===== src/rtl/gb_cart_pkg.sv =====
// Shared cartridge-mapper types, address windows and helpers.
// Used by cart_mbc1 (optional cart RAM via CART_MBC1_RAM_EN).
package gb_cart_pkg;

    typedef enum logic [1:0] {
        ST_IDLE,
        ST_RD_WAIT,
        ST_WR_WAIT
    } state_t;

    // cart_addr[15:14] ROM windows, cart_addr[15:13] RAM window
    localparam logic [1:0] ROM0_WIN = 2'b00;
    localparam logic [1:0] ROMX_WIN = 2'b01;
    localparam logic [2:0] RAM_WIN  = 3'b101;

    // cart_addr[14:13] register windows inside 0000-7FFF
    localparam logic [1:0] WIN_RAMEN  = 2'd0;
    localparam logic [1:0] WIN_BANKLO = 2'd1;
    localparam logic [1:0] WIN_BANKHI = 2'd2;
    localparam logic [1:0] WIN_MODE   = 2'd3;

    localparam logic [3:0] RAM_EN_KEY = 4'hA;

    function automatic logic [7:0] sel_byte(input logic [15:0] w,
                                            input logic odd);
        return odd ? w[7:0] : w[15:8];
    endfunction

endpackage


===== src/rtl/cart_mbc1_regs.sv =====
// MBC1 bank registers and cart-address to external byte-address mapper.
// The ram_en register exists only when CART_MBC1_RAM_EN is defined.
module cart_mbc1_regs
    import gb_cart_pkg::*;
#(
    parameter int ADDR_W = 22,
    parameter int ROM_BANKS_LOG2 = 5,
    parameter logic [ADDR_W-1:0] RAM_BASE = 22'h200000
) (
    input  logic              clk,
    input  logic              reset_n,
    input  logic              reg_we,
    input  logic [4:0]        reg_data,
    input  logic [15:0]       map_addr,
    output logic [ADDR_W-1:0] byte_addr,
    output logic              is_rom,
    output logic              is_ram
);

    localparam logic [6:0] BANK_MASK = 7'((1 << ROM_BANKS_LOG2) - 1);

    logic [4:0] bank_lo;
    logic [1:0] bank_hi;
    logic       mode;
    logic       ram_en;
    logic [6:0] rom_bank;
    logic [1:0] ram_bank;

    always_ff @(posedge clk or negedge reset_n) begin
        if (!reset_n) begin
            bank_lo <= 5'd1;
            bank_hi <= 2'd0;
            mode    <= 1'b0;
        end else if (reg_we) begin
            unique case (1'b1)
                map_addr[14:13] == WIN_BANKLO:
                    bank_lo <= (reg_data == 5'd0) ? 5'd1 : reg_data;
                map_addr[14:13] == WIN_BANKHI: bank_hi <= reg_data[1:0];
                map_addr[14:13] == WIN_MODE:   mode <= reg_data[0];
                default: ;
            endcase
        end
    end

`ifdef CART_MBC1_RAM_EN
    always_ff @(posedge clk or negedge reset_n) begin
        if (!reset_n)
            ram_en <= 1'b0;
        else if (reg_we && map_addr[14:13] == WIN_RAMEN)
            ram_en <= (reg_data[3:0] == RAM_EN_KEY);
    end
`else
    assign ram_en = 1'b0;
`endif

    always_comb begin
        rom_bank  = 7'd0;
        ram_bank  = 2'd0;
        byte_addr = '0;
        is_rom    = 1'b0;
        is_ram    = 1'b0;
        if (map_addr[15:14] == ROMX_WIN)
            rom_bank = {bank_hi, bank_lo};
        else if (map_addr[15:14] == ROM0_WIN && mode)
            rom_bank = {bank_hi, 5'd0};
        if (mode)
            ram_bank = bank_hi;
        if (!map_addr[15]) begin
            is_rom    = 1'b1;
            byte_addr = ADDR_W'({rom_bank & BANK_MASK, map_addr[13:0]});
        end else if (map_addr[15:13] == RAM_WIN && ram_en) begin
            is_ram    = 1'b1;
            byte_addr = RAM_BASE + ADDR_W'({ram_bank, map_addr[12:0]});
        end
    end

endmodule


===== src/rtl/cart_mbc1.sv =====
// MBC1 cartridge bridge: bank mapping, one-word read buffer, req/ack port.
// Define CART_MBC1_RAM_EN to build the cart RAM path and WR_WAIT state.
module cart_mbc1
    import gb_cart_pkg::*;
#(
    parameter int ADDR_W = 22,
    parameter int ROM_BANKS_LOG2 = 5,
    parameter logic [ADDR_W-1:0] RAM_BASE = 22'h200000
) (
    input  logic              clk,
    input  logic              reset_n,
    input  logic [15:0]       cart_addr,
    input  logic              cart_rd,
    input  logic              cart_wr,
    input  logic [7:0]        cart_di,
    output logic [7:0]        cart_do,
    output logic [ADDR_W-1:0] mem_addr,
    output logic              mem_req,
    output logic              mem_we,
    output logic [1:0]        mem_be,
    output logic [15:0]       mem_wdata,
    input  logic              mem_ack,
    input  logic [15:0]       mem_rdata
);

    state_t state, state_nx;

    logic              wr_q, wr_edge, wr_go, we_q;
    logic              pend_v;
    logic [15:0]       pend_addr, wr_addr, map_addr;
    logic [7:0]        pend_data, wr_data;
    logic              buf_v, hit, rd_lsb;
    logic [ADDR_W-2:0] buf_tag, word;
    logic [15:0]       buf_data;
    logic [ADDR_W-1:0] byte_addr;
    logic              is_rom, is_ram;

    assign wr_edge  = cart_wr && !wr_q;
    assign wr_go    = (state == ST_IDLE) && (pend_v || wr_edge);
    assign wr_addr  = pend_v ? pend_addr : cart_addr;
    assign wr_data  = pend_v ? pend_data : cart_di;
    assign map_addr = wr_go ? wr_addr : cart_addr;
    assign word     = byte_addr[ADDR_W-1:1];
    assign hit      = buf_v && (buf_tag == word);

    cart_mbc1_regs #(
        .ADDR_W(ADDR_W),
        .ROM_BANKS_LOG2(ROM_BANKS_LOG2),
        .RAM_BASE(RAM_BASE)
    ) u_regs (
        .clk(clk),
        .reset_n(reset_n),
        .reg_we(wr_go && is_rom),
        .reg_data(wr_data[4:0]),
        .map_addr(map_addr),
        .byte_addr(byte_addr),
        .is_rom(is_rom),
        .is_ram(is_ram)
    );

`ifdef CART_MBC1_RAM_EN
    assign mem_we = we_q;
`else
    logic unused_ram;
    assign mem_we = 1'b0;
    assign unused_ram = we_q | (|wr_data[7:5]);
`endif

    always_ff @(posedge clk or negedge reset_n) begin
        if (!reset_n) state <= ST_IDLE;
        else          state <= state_nx;
    end

    always_comb begin
        state_nx = state;
        unique case (state)
            ST_IDLE: begin
                if (wr_go) begin
`ifdef CART_MBC1_RAM_EN
                    if (is_ram) state_nx = ST_WR_WAIT;
`endif
                end else if (cart_rd && (is_rom || is_ram) && !hit) begin
                    state_nx = ST_RD_WAIT;
                end
            end
            ST_RD_WAIT, ST_WR_WAIT: if (mem_ack) state_nx = ST_IDLE;
            default: state_nx = ST_IDLE;
        endcase
    end

    always_ff @(posedge clk or negedge reset_n) begin
        if (!reset_n) begin
            cart_do   <= 8'hFF;
            mem_req   <= 1'b0;
            we_q      <= 1'b0;
            mem_be    <= 2'b00;
            mem_addr  <= '0;
            mem_wdata <= 16'h0000;
            wr_q      <= 1'b0;
            pend_v    <= 1'b0;
            pend_addr <= 16'h0000;
            pend_data <= 8'h00;
            buf_v     <= 1'b0;
            buf_tag   <= '0;
            buf_data  <= 16'h0000;
            rd_lsb    <= 1'b0;
        end else begin
            wr_q <= cart_wr;
            // edges seen while busy wait in a one-deep slot
            if (wr_edge && (state != ST_IDLE || pend_v)) begin
                pend_v    <= 1'b1;
                pend_addr <= cart_addr;
                pend_data <= cart_di;
            end else if (wr_go) begin
                pend_v <= 1'b0;
            end
            unique case (state)
                ST_IDLE: begin
                    if (wr_go) begin
`ifdef CART_MBC1_RAM_EN
                        if (is_ram) begin
                            mem_req   <= 1'b1;
                            we_q      <= 1'b1;
                            mem_be    <= byte_addr[0] ? 2'b01 : 2'b10;
                            mem_addr  <= {word, 1'b0};
                            mem_wdata <= {wr_data, wr_data};
                            if (hit) buf_v <= 1'b0;
                        end
`endif
                    end else if (cart_rd) begin
                        if (!(is_rom || is_ram)) begin
                            cart_do <= 8'hFF;
                        end else if (hit) begin
                            cart_do <= sel_byte(buf_data, byte_addr[0]);
                        end else begin
                            mem_req  <= 1'b1;
                            we_q     <= 1'b0;
                            mem_be   <= 2'b11;
                            mem_addr <= {word, 1'b0};
                            rd_lsb   <= byte_addr[0];
                        end
                    end
                end
                ST_RD_WAIT: begin
                    if (mem_ack) begin
                        mem_req  <= 1'b0;
                        buf_v    <= 1'b1;
                        buf_tag  <= mem_addr[ADDR_W-1:1];
                        buf_data <= mem_rdata;
                        cart_do  <= sel_byte(mem_rdata, rd_lsb);
                    end
                end
                ST_WR_WAIT: begin
                    if (mem_ack) begin
                        mem_req <= 1'b0;
                        we_q    <= 1'b0;
                    end
                end
                default: ;
            endcase
        end
    end

endmodule


===== config.mk =====
export PLATFORM = sky130hd
export DESIGN_NAME = cart_mbc1
export DESIGN_NICKNAME = d
export VERILOG_FILES = /design/src/rtl/gb_cart_pkg.sv /design/src/rtl/cart_mbc1_regs.sv /design/src/rtl/cart_mbc1.sv
export SDC_FILE = /design/constraint.sdc
export NUM_CORES = 1
export LEC_CHECK = 0
export ABC_AREA = 1
export CAP_MARGIN = 0
export CELL_PAD_IN_SITES_DETAIL_PLACEMENT = 1
export CELL_PAD_IN_SITES_GLOBAL_PLACEMENT = 2
export CORE_ASPECT_RATIO = 1.75
export CORE_MARGIN = 2
export CORE_UTILIZATION = 28
export CTS_BUF_LIST = sky130_fd_sc_hd__clkbuf_2 sky130_fd_sc_hd__clkbuf_4 sky130_fd_sc_hd__clkbuf_8
export DETAILED_ROUTE_END_ITERATION = 12
export PLACE_DENSITY = 0.79
export RECOVER_POWER = 100
export SETUP_SLACK_MARGIN = 0.5
export SYNTH_ARGS = -nofsm -noshare
export SYNTH_HDL_FRONTEND = slang
export SYNTH_SLANG_ARGS = --single-unit

===== constraint.sdc =====
create_clock -name clk -period 2 [get_ports clk]
set_input_delay 0.4 -clock clk [delete_from_list [all_inputs] [get_ports clk]]
set_output_delay 0.4 -clock clk [all_outputs]
set_load 0.005 [all_outputs]

; Word level (Yosys, flattened, before mapping)
; Cells that the tools add are included.
[word_totals]
register_bits = 100
in_bits = 45
output_inout_bits = 50
elab_cells = 81
[op_classes]
n_eq_ne = 13
muxes = 27
bitwise = 3
reduce_logical = 24
[op_table]
columns = op, count
row1 = 8-bit two-way mux, 7
row2 = 16-bit two-way mux, 2
row3 = 21-bit == test, 1
row4 = 19-bit two-way mux, 1
row5 = 8-bit one-hot mux with 2 select lines, 1
row6 = 5-bit two-way mux, 3
row7 = 2-bit inequality test (second input constant), 5
row8 = 5-bit AND reduction, 2
row9 = 1-bit two-way mux, 8
row10 = 2-bit nonzero test, 4
row11 = 1-bit logical AND, 7
row12 = 2-bit by 1-bit == test with 1-bit output (second input constant), 3
row13 = 2-bit two-way mux, 3
row14 = 6-bit AND reduction, 1
row15 = 5-bit zero test, 1
row16 = 2-bit by 1-bit inequality test with 1-bit output (second input constant), 2
row17 = 2-bit one-hot mux with 2 select lines, 1
row18 = 2-bit AND reduction, 2
row19 = 3-bit by 2-bit inequality test with 1-bit output (second input constant), 1
row20 = 1-bit inverter, 3
row21 = 3-bit AND reduction, 1
row22 = 2-bit == test (second input constant), 1
row23 = 1-bit zero test, 2
row24 = 2-bit zero test, 1
row25 = other kinds (3), 4

; Logic depth before layout (Yosys ltp)
; Gate-level depths: netlist of run 1.
[logic_depth]
word_depth = 15
depth_mapped = 21
mapped_depth_nobuf = 19

; By module
; A second synthesis of run 1 with hierarchy kept.
[unflattened]
cells_unflattened = 676
hier_area_um2 = 4997.3
[modules_own_cells]
columns = mod, n_inst, cells_per_inst, area_per_inst_um2, seq_area_each_um2
row1 = cart_mbc1, 1, 607, 4593.2, 2362.3
row2 = cart_mbc1_regs, 1, 69, 404.1, 126.4

; Worst setup path before layout of run 1
; OpenSTA, ideal clock, no wires.
[synth_timing]
path_kind = reg-to-reg
startpoint = register pend_v
endpoint = register rd_lsb
setup_time_ns = 0.117
arrival_ns = 2.031
slack_ns = -0.148
path_stages_with_launch = 18
path_buffers = 3
period_less_slack_ns = 2.148
path_cell_list = dfrtp_1 buf_4 buf_4 o21ai_0 nand3_1 nand2_1 nand2_1 nand2_1 nand2_1 nor2_1 nand2_1 nor2_1 nand3_2 nand2_2 nand2_2 buf_2 nand3_1 nand2_1
[synth_via]
elab_chain_len = 10
[synth_rtl]
columns = item, line
row1 = start: declaration, cart_mbc1.sv:29  ; logic pend_v;
row2 = start signal: assignment, cart_mbc1.sv:100  ; pend_v <= 1'b0;
row3 = start signal: assignment, cart_mbc1.sv:111  ; pend_v <= 1'b1;
row4 = start signal: assignment, cart_mbc1.sv:115  ; pend_v <= 1'b0;
row5 = 1-bit logical OR, cart_mbc1.sv:39  ; assign wr_go = (state == ST_IDLE) && (pend_v || wr_edge);
row6 = 1-bit logical AND, cart_mbc1.sv:39
row7 = 16-bit two-way mux, cart_mbc1.sv:42  ; assign map_addr = wr_go ? wr_addr : cart_addr;
row8 = 2-bit by 1-bit == test with 1-bit output, cart_mbc1_regs.sv:62  ; if (map_addr[15:14] == ROMX_WIN)
row9 = 5-bit two-way mux, cart_mbc1_regs.sv:62
row10 = 19-bit two-way mux, cart_mbc1_regs.sv:68  ; if (!map_addr[15]) begin
row11 = 21-bit == test, cart_mbc1.sv:44  ; assign hit = buf_v && (buf_tag == word);
row12 = 1-bit logical AND, cart_mbc1.sv:44
row13 = 1-bit inverter (no line), --
row14 = 5-bit AND reduction (no line), --
row15 = end signal: assignment, cart_mbc1.sv:140  ; rd_lsb <= byte_addr[0];
row16 = end: declaration, cart_mbc1.sv:32  ; logic buf_v, hit, rd_lsb;
; Parallel ways exist; a longest one is shown, timed or not.
; A chain may end at the register's enable or synchronous reset.

; Worst setup path after layout of run 1
[layout_timing]
startpoint = register pend_v
endpoint = register cart_do[6]
[layout_via]
elab_chain_len = 10
[layout_rtl]
columns = item, line
row1 = 1-bit logical OR, cart_mbc1.sv:39
row2 = 1-bit logical AND, cart_mbc1.sv:39
row3 = 16-bit two-way mux, cart_mbc1.sv:42
row4 = 2-bit by 1-bit == test with 1-bit output or 19-bit two-way mux (tied branches), "cart_mbc1_regs.sv:62, cart_mbc1_regs.sv:68"
row5 = 5-bit two-way mux or 8-bit two-way mux (tied branches), "cart_mbc1_regs.sv:62, gb_cart_pkg.sv:26"
row6 = 19-bit two-way mux or 8-bit two-way mux (tied branches), "cart_mbc1_regs.sv:68, cart_mbc1.sv:133"
row7 = 21-bit == test or 8-bit two-way mux (tied branches), "cart_mbc1.sv:44, cart_mbc1.sv:131"
row8 = 1-bit logical AND or 8-bit two-way mux (tied branches), "cart_mbc1.sv:44, cart_mbc1.sv:130"
row9 = 3-bit by 2-bit inequality test with 1-bit output (no line) or 8-bit two-way mux (tied branches), --
row10 = 5-bit AND reduction (no line) or 8-bit one-hot mux with 2 select lines (tied branches), --
row11 = end signal: assignment, cart_mbc1.sv:134  ; cart_do <= sel_byte(buf_data, byte_addr[0]);
row12 = end signal: assignment, cart_mbc1.sv:150  ; cart_do <= sel_byte(mem_rdata, rd_lsb);
row13 = end: declaration, cart_mbc1.sv:16  ; output logic [7:0] cart_do,
; Parallel ways exist; a longest one is shown, timed or not. The select of a mux whose other input is x is not followed.

==> flow_summary_export.csv, run 1 <==
group,metric,value,unit
timing,tightest_slew,0.860,ns
route,num_vias,4937,
setup_path,critical_path.max_stage_delay,0.48,ns
final_layout,n_antenna_cell,0,
placed_design,hpwl,11.5,mm
power_and_ir_drop,net-switching-power,4.10,mW
final_layout,nets,859,
placed_design,port_buffers,70,
timing,setup_ws,-0.504,ns
final_layout,syn2layout_area_growth,51.9,%
final_layout,nFillCells,2069,
global_route,grt_pass1_vias,5121,
timing,period_needed,2.50,ns
route,wl_per_cell,17.0,um
clock_tree,cts_buffers,9,
outcome,violations,"negative setup slack",
worst_hold_path,whs_path_depth,2,
clock_tree,path_clk_slew,0.10,ns
clock_tree,cts-root-buf,"clkbuf_8",
yosys,ys.warnings.count,16,
setup_path,ff2ff_path_depth,19,
yosys,yosysTopAreaCell,"dfrtp_1",
timing,tns,-14.38,ns
floorplan,start_util,28.7,%
global_route,grt.total_usage,18.2,%
clock_tree,htreeDepth,3,
timing,clock.fmax,399,MHz
setup_path,crit_path_cell_trace,"buf_6 -> nor2_4 -> nor2_4 -> nand3_4 -> nand2_8 -> buf_6 -> nand3_2 -> nand2_1 -> nand2_1 -> nor2_2 -> nand2_1 -> nor2_2 -> nand3_2 -> nand2_4 -> buf_6 -> nand2_8 -> nand2_8 -> nand2_2 -> nand2_1",
power_and_ir_drop,peakVddDrop,0.595,mV
yosys,synth_common_cells,"nand2_1, dfrtp_1, inv_1, o21ai_0, nand3_1",
yosys,synth-seq-cells,93,
floorplan,die_h,179,um
power_and_ir_drop,switching_share,41.7,%
flow_run,max-cap-violations,0,
global_route,grt_max_degree,59,
power_and_ir_drop,power.share.combinational,51.7,%
setup_path,crit_fanout,8,
worst_hold_path,worstHoldPathType,"input pin to register",
global_route,grt_pass1_wl,26.5,mm
floorplan,fp-row-count,63,
yosys,syn_area,4890,um^2
power_and_ir_drop,powerDensity,1320,nW/um^2
yosys,yosysMostFrequentCell,"nand2_1",
timing,maxSlewViolCount,0,
yosys,synth_ff_type,"dfrtp_1",
route,drtPass1Iterations,4,
yosys,synth_top_area_share,43.0,%
power_and_ir_drop,power.share.clock,13.7,%
setup_path,reg2reg_from,"pend_v",
route,via_per_inst,4.72,
floorplan,fp.coreArea,17000,um^2
yosys,synth_edf_count,0,
yosys,syn_area_per_cell,7.60,um^2
timing,rsz0062_at_grt,"true",
setup_path,worstSetupEndpointType,"register",
final_layout,final_layout_size_suffix_gt1_share,32.2,%
route,antenna_left,0,
global_route,globalRoute.totalOverflow,0,
global_route,antenna_found_initial,0,
route,drc,0,
timing,fin_worst_skew,0.0214,ns
yosys,yosysSeqAreaShare,47.8,%
placed_design,place_ws,-0.986,ns
timing,hold_viol,0,
setup_path,r2r_end,"cart_do[6]",
setup_path,critical_path_required,2.33,ns
setup_path,startpoint,"pend_v",
yosys,yosysUniqueCellTypes,30,
yosys,synthCells,643,
placed_design,finalWeightedCongestion,0.889,
clock_tree,clockBufferDepth,2,
clock_tree,tritoncts,"yes",
setup_path,crit_top_cell,"nand2_1",
setup_path,critPathCapture,"cart_do[6]",
outcome,status,"finished with violations",
setup_path,crit_type,"register to register",
floorplan,die_w,104,um
power_and_ir_drop,pwr-share-seq,34.5,%
power_and_ir_drop,p_leak,3.74,nW
setup_path,slowest_stage,"dfrtp_2",
route,drt_iter0_drc,130,
timing,hold_slack,0.472,ns
yosys,synth.area.top_cells,"dfrtp_1, nand2_1, dfstp_2",
setup_path,r2r_slack,-0.50,ns
power_and_ir_drop,design_power_total,9.83,mW
route,totalWireLength,17.8,mm
timing,fin_crit_sh,125,%
timing,max_slew_margin,42.6,%
power_and_ir_drop,p_int,5.73,mW
floorplan,io_pins,95,
clock_tree,clock_latency,0.39,ns
clock_tree,cts_sinks,93,
timing,setup-violations-final,35,
setup_path,arrival,2.84,ns
floorplan,dieArea,18600,um^2
yosys,synthArstFlopShare,100,%
setup_path,start_kind,"register",
[cells in the final DEF (no fill, tap or decap), types with 4 or more instances in the layout]
cell type and n:
a21oi_1 10, a32oi_1 8, buf_12 5, buf_2 9
buf_4 77, buf_6 19, clkbuf_1 4, clkbuf_16 4
clkbuf_8 9, clkdlybuf4s25_1 5, clkdlybuf4s50_1 39, conb_1 21
dfrtp_1 83, dfstp_2 9, dlygate4sd2_1 13, inv_1 42
mux2_4 4, nand2_1 240, nand2_2 30, nand2_4 19
nand2_8 6, nand3_1 24, nand3_2 14, nand3_4 4
nand3b_1 7, nand4_1 14, nor2_1 6, nor2_2 9
o21ai_0 19, o21ai_1 11, o21ai_2 12, or2_2 5
[sequential cells by signal, summed over array words and instances (netlist names), 5 cells and up]
register	flops
buf_data	16
pend_addr	16
buf_tag	18
cart_do	8
u_regs.bank_lo	5
pend_data	5
mem_addr	18
[power by group through the flow]
stage                     registers [mW]  clock network (mW)  logic, mW
after CTS                           3.33                1.40       4.36
final                               3.39                1.35       5.09
after detailed placement            3.41                   0       3.80
after global placement              3.36                   0       3.68
after global routing                3.50                1.46       5.61
after floorplan                     3.21                   0       2.21
[logic make-up (layout without fill, tap and decap cells)]
family                 after synthesis  count (layout)  synth area share [%]
AO/OA/AOI/OAI                       63              63                  7.12
XOR/XNOR                             1               1                 0.179
buffers and inverters               99             251                  10.4
flip-flops                          93              93                  47.8
multiplexers                         7               7                  1.61
other                                1              21                0.0767
AND/OR/NAND/NOR                    379             383                  32.8
[worst min-delay path by stage]
stage | start | to | slack, ns
2_1_floorplan | reset_n | buf_data[0] | 0.10
3_3_place_gp | reset_n | mem_be[0] | 0.27
3_5_place_dp | reset_n | mem_req | 0.28
4_1_cts | reset_n | buf_v | 0.38
5_1_grt | cart_wr | wr_q | 0.48
6_report | cart_wr | wr_q | 0.47
[timing repair]
action,in CTS,in global routing
endpoints found under the hold margin,13,0
cloned,5,8
pin swaps,20,28
setup buffers,24,16
hold buffers,1,0
endpoints found under the setup margin,68,62
resized for setup,109,112
[routing by layer]
layer,GRT usage (%),up-vias,wire length (um)
met2,36.5,100,10100
met1,18.6,2455,6430
met5,0,-,0
li1,-,2345,-
met4,6.87,0,647
met3,2.76,37,557
[per-stage QoR]
step           std cells  cell area (um^2)  utilization (%)
2_1_floorplan        663              5050                -
3_3_place_gp         976              6240             36.7
3_5_place_dp         976              6240             36.7
4_1_cts             1022              6880             40.4
5_1_grt             1046              7420             43.6
6_report            1046              7420             43.6
[area by class of cell]
type	instances	area, um^2	share of cell area [%]
Inverter	49	189	2.54
Clock inverter	6	71.3	0.961
Multi-Input combinational cell	475	2650	35.7
Tap cell	227	284	3.83
Timing Repair Buffer	186	1760	23.7
Clock buffer	10	131	1.77
Sequential cell	93	2340	31.5
[critical path: cells and delay by family, from the launching register on]
kind | cells | cell delay, ns
AND/OR/NAND/NOR | 16 | 1.57
buffers and inverters | 3 | 0.38
flip-flops | 1 | 0.48
Power figures use the tool's default switching activity.
==> run 2, diff against run 1 <==
--- a/config.mk
+++ b/config.mk
@@ -7,14 +7,14 @@
 export LEC_CHECK = 0
 export ABC_AREA = 1
 export CAP_MARGIN = 0
-export CELL_PAD_IN_SITES_DETAIL_PLACEMENT = 1
-export CELL_PAD_IN_SITES_GLOBAL_PLACEMENT = 2
+export CELL_PAD_IN_SITES_DETAIL_PLACEMENT = 0
+export CELL_PAD_IN_SITES_GLOBAL_PLACEMENT = 1
 export CORE_ASPECT_RATIO = 1.75
 export CORE_MARGIN = 2
-export CORE_UTILIZATION = 28
+export CORE_UTILIZATION = 35
 export CTS_BUF_LIST = sky130_fd_sc_hd__clkbuf_2 sky130_fd_sc_hd__clkbuf_4 sky130_fd_sc_hd__clkbuf_8
 export DETAILED_ROUTE_END_ITERATION = 12
-export PLACE_DENSITY = 0.79
+export PLACE_DENSITY = 0.78
 export RECOVER_POWER = 100
 export SETUP_SLACK_MARGIN = 0.5
 export SYNTH_ARGS = -nofsm -noshare
==> run 2 against run 1 <==
  * The flow still finishes with violations (negative setup slack)
  * Critical path depth is 1 lower
  * Global-route usage rose by 0.88 points
  * Non-clock buffer count is 13 lower
  * Total power fell by 8.8%
  * Setup slack better by 0.18 ns
  * Via count is 6.4% lower
  * Flip-flop and latch count unchanged
  * Worst hold slack worse by 0.049 ns
==> flow_summary_export.csv, run 2 (synthesis gave the netlist of run 1 again) <==
group,metric,value,unit
clock_tree,htreeDepth,3,
route,num_vias,4619,
setup_path,r2r_end,"mem_addr[14]",
timing,tightest_slew,0.836,ns
outcome,status,"finished with violations",
setup_path,arrival,2.59,ns
final_layout,final_common_cell,"nand2_1",
clock_tree,cts_buffers,9,
timing,maxSlewViolCount,0,
final_layout,nFillCells,1344,
global_route,antenna_found_initial,0,
power_and_ir_drop,powerDensity,1310,nW/um^2
placed_design,finalWeightedCongestion,0.844,
setup_path,ff2ff_path_depth,18,
route,via_per_inst,4.71,
global_route,grt.total_usage,19.0,%
placed_design,place_ws,-0.812,ns
route,wl_per_cell,14.3,um
floorplan,die_w,93.3,um
floorplan,dieArea,15000,um^2
setup_path,critical_path_required,2.27,ns
route,drt_iter0_drc,244,
route,drtPass1Iterations,5,
final_layout,post-route-util,49.6,%
clock_tree,tritoncts,"yes",
worst_hold_path,min_from,"cart_wr",
global_route,grt_pass1_vias,4606,
floorplan,fp.coreArea,13800,um^2
global_route,grt_max_degree,46,
timing,hold_viol,0,
clock_tree,clockBufferDepth,2,
timing,setup_ws,-0.320,ns
timing,max_slew_margin,44.2,%
final_layout,reg.largest.list,"buf_tag: 18 flops, mem_addr: 18 flops",
outcome,violations,"negative setup slack",
placed_design,hpwl,9.87,mm
clock_tree,cts-root-buf,"clkbuf_8",
worst_hold_path,worstHoldPathType,"input pin to register",
power_and_ir_drop,p_leak,3.55,nW
timing,rsz0062_at_grt,"true",
floorplan,fp-row-count,57,
setup_path,crit_fanout,10,
floorplan,die_h,160,um
route,totalWireLength,14.0,mm
setup_path,crit_type,"register to register",
setup_path,worstSetupEndpointType,"register",
clock_tree,cts_sinks,93,
worst_hold_path,whs_endpoint,"wr_q",
final_layout,final_cell_mix,"nand2_1, dfrtp_1, buf_4",
route,antenna_left,0,
floorplan,io_pins,95,
timing,period_needed,2.32,ns
setup_path,reg2reg_from,"pend_v",
final_layout,final_layout_size_suffix_gt1_share,22.7,%
timing,fin_worst_skew,0.00855,ns
global_route,globalRoute.totalOverflow,0,
timing,setup-violations-final,33,
power_and_ir_drop,peakVddDrop,0.578,mV
final_layout,syn2layout_area_growth,39.6,%
global_route,grt_pass1_wl,22.4,mm
floorplan,start_util,35.5,%
route,drc,0,
clock_tree,clock_latency,0.37,ns
clock_tree,path_clk_slew,0.09,ns
worst_hold_path,whs_path_depth,2,
final_layout,nets,843,
placed_design,port_buffers,70,
final_layout,n_antenna_cell,0,
flow_run,max-cap-violations,0,
timing,clock.fmax,431,MHz
timing,fin_crit_sh,116,%
setup_path,start_kind,"register",
setup_path,r2r_slack,-0.32,ns
[run 2: cell count changes in the layout (fill, tap and decap cells not counted), sizes merged]
cell	delta
dlymetal6s2s	+1
bufbuf	+1
clkinvlp	-1
dlygate4sd2	+3
nand2	-3
buf	-16
inv	-1
bufinv	+1
clkdlybuf4s25	+3
clkdlybuf4s15	-3
clkdlybuf4s50	-1
[run 2: layout make-up]
class | count | area, um^2 | area share [%]
Multi-Input combinational cell | 472 | 2320 | 34.0
Inverter | 49 | 189 | 2.77
Sequential cell | 93 | 2340 | 34.3
Timing Repair Buffer | 173 | 1520 | 22.3
Tap cell | 177 | 221 | 3.24
Clock inverter | 5 | 81.3 | 1.19
Clock buffer | 11 | 151 | 2.22
[run 2: power by group]
part	switching [mW]	internal, mW
clock network	0.685	0.775
logic	2.21	1.96
registers	0.563	2.76
[run 2: critical path, stage by stage, from the launching register on]
cell	delay [ns]
dfrtp_2	0.47
inv_2	0.09
nand2_4	0.07
buf_12	0.13
nand3_4	0.08
nand2_8	0.09
buf_12	0.14
buf_16	0.13
nand3b_1	0.09
nand2_1	0.05
nor2_1	0.10
nand2_1	0.07
nor2_2	0.11
nand3_2	0.11
nand2_4	0.13
nand2_8	0.09
buf_8	0.15
nand3_2	0.05
nand2_1	0.06
[run 2: through the flow]
stage | power [mW] | setup TNS (ns) | std cells | hold slack (ns) | area (um^2)
after floorplan | 5.42 | -3.07 | 663 | 0.104 | 5050
after global placement | 6.99 | -24.13 | 928 | 0.370 | 6210
after detailed placement | 7.09 | -24.89 | 928 | 0.373 | 6210
after CTS | 8.92 | -8.16 | 974 | 0.392 | 6830
after global routing | 9.68 | -14.22 | 980 | 0.440 | 6830
final | 8.96 | -8.64 | 980 | 0.423 | 6830
[run 2: timing repair]
action                                  CTS  global route
endpoints found under the hold margin    29             0
setup buffers                            25             5
hold buffers                              1             0
pin swaps                                12            13
resized for setup                        87            26
gates cloned                              4             1
endpoints found under the setup margin   68            59
[run 2: how the worst max path moves through the flow]
stage               slack, ns           end    start  cells past startpoint
finish                  -0.32  mem_addr[14]   pend_v                     18
global route            -0.48        rd_lsb   pend_v                     18
CTS                     -0.31  mem_addr[14]   pend_v                     17
detailed placement      -0.81      state[0]  cart_wr                     18
global placement        -0.79      state[0]  cart_wr                     18
floorplan               -0.14      state[0]   pend_v                     18
[run 2: per-layer routing]
metal | vias to the layer above | track usage (%) | part of all wire [%]
met5 | - | 0 | 0
met1 | 2181 | 21.0 | 39
met3 | 25 | 3.71 | 4.2
met4 | 0 | 7.95 | 2.4
met2 | 115 | 34.8 | 55
li1 | 2298 | - | -
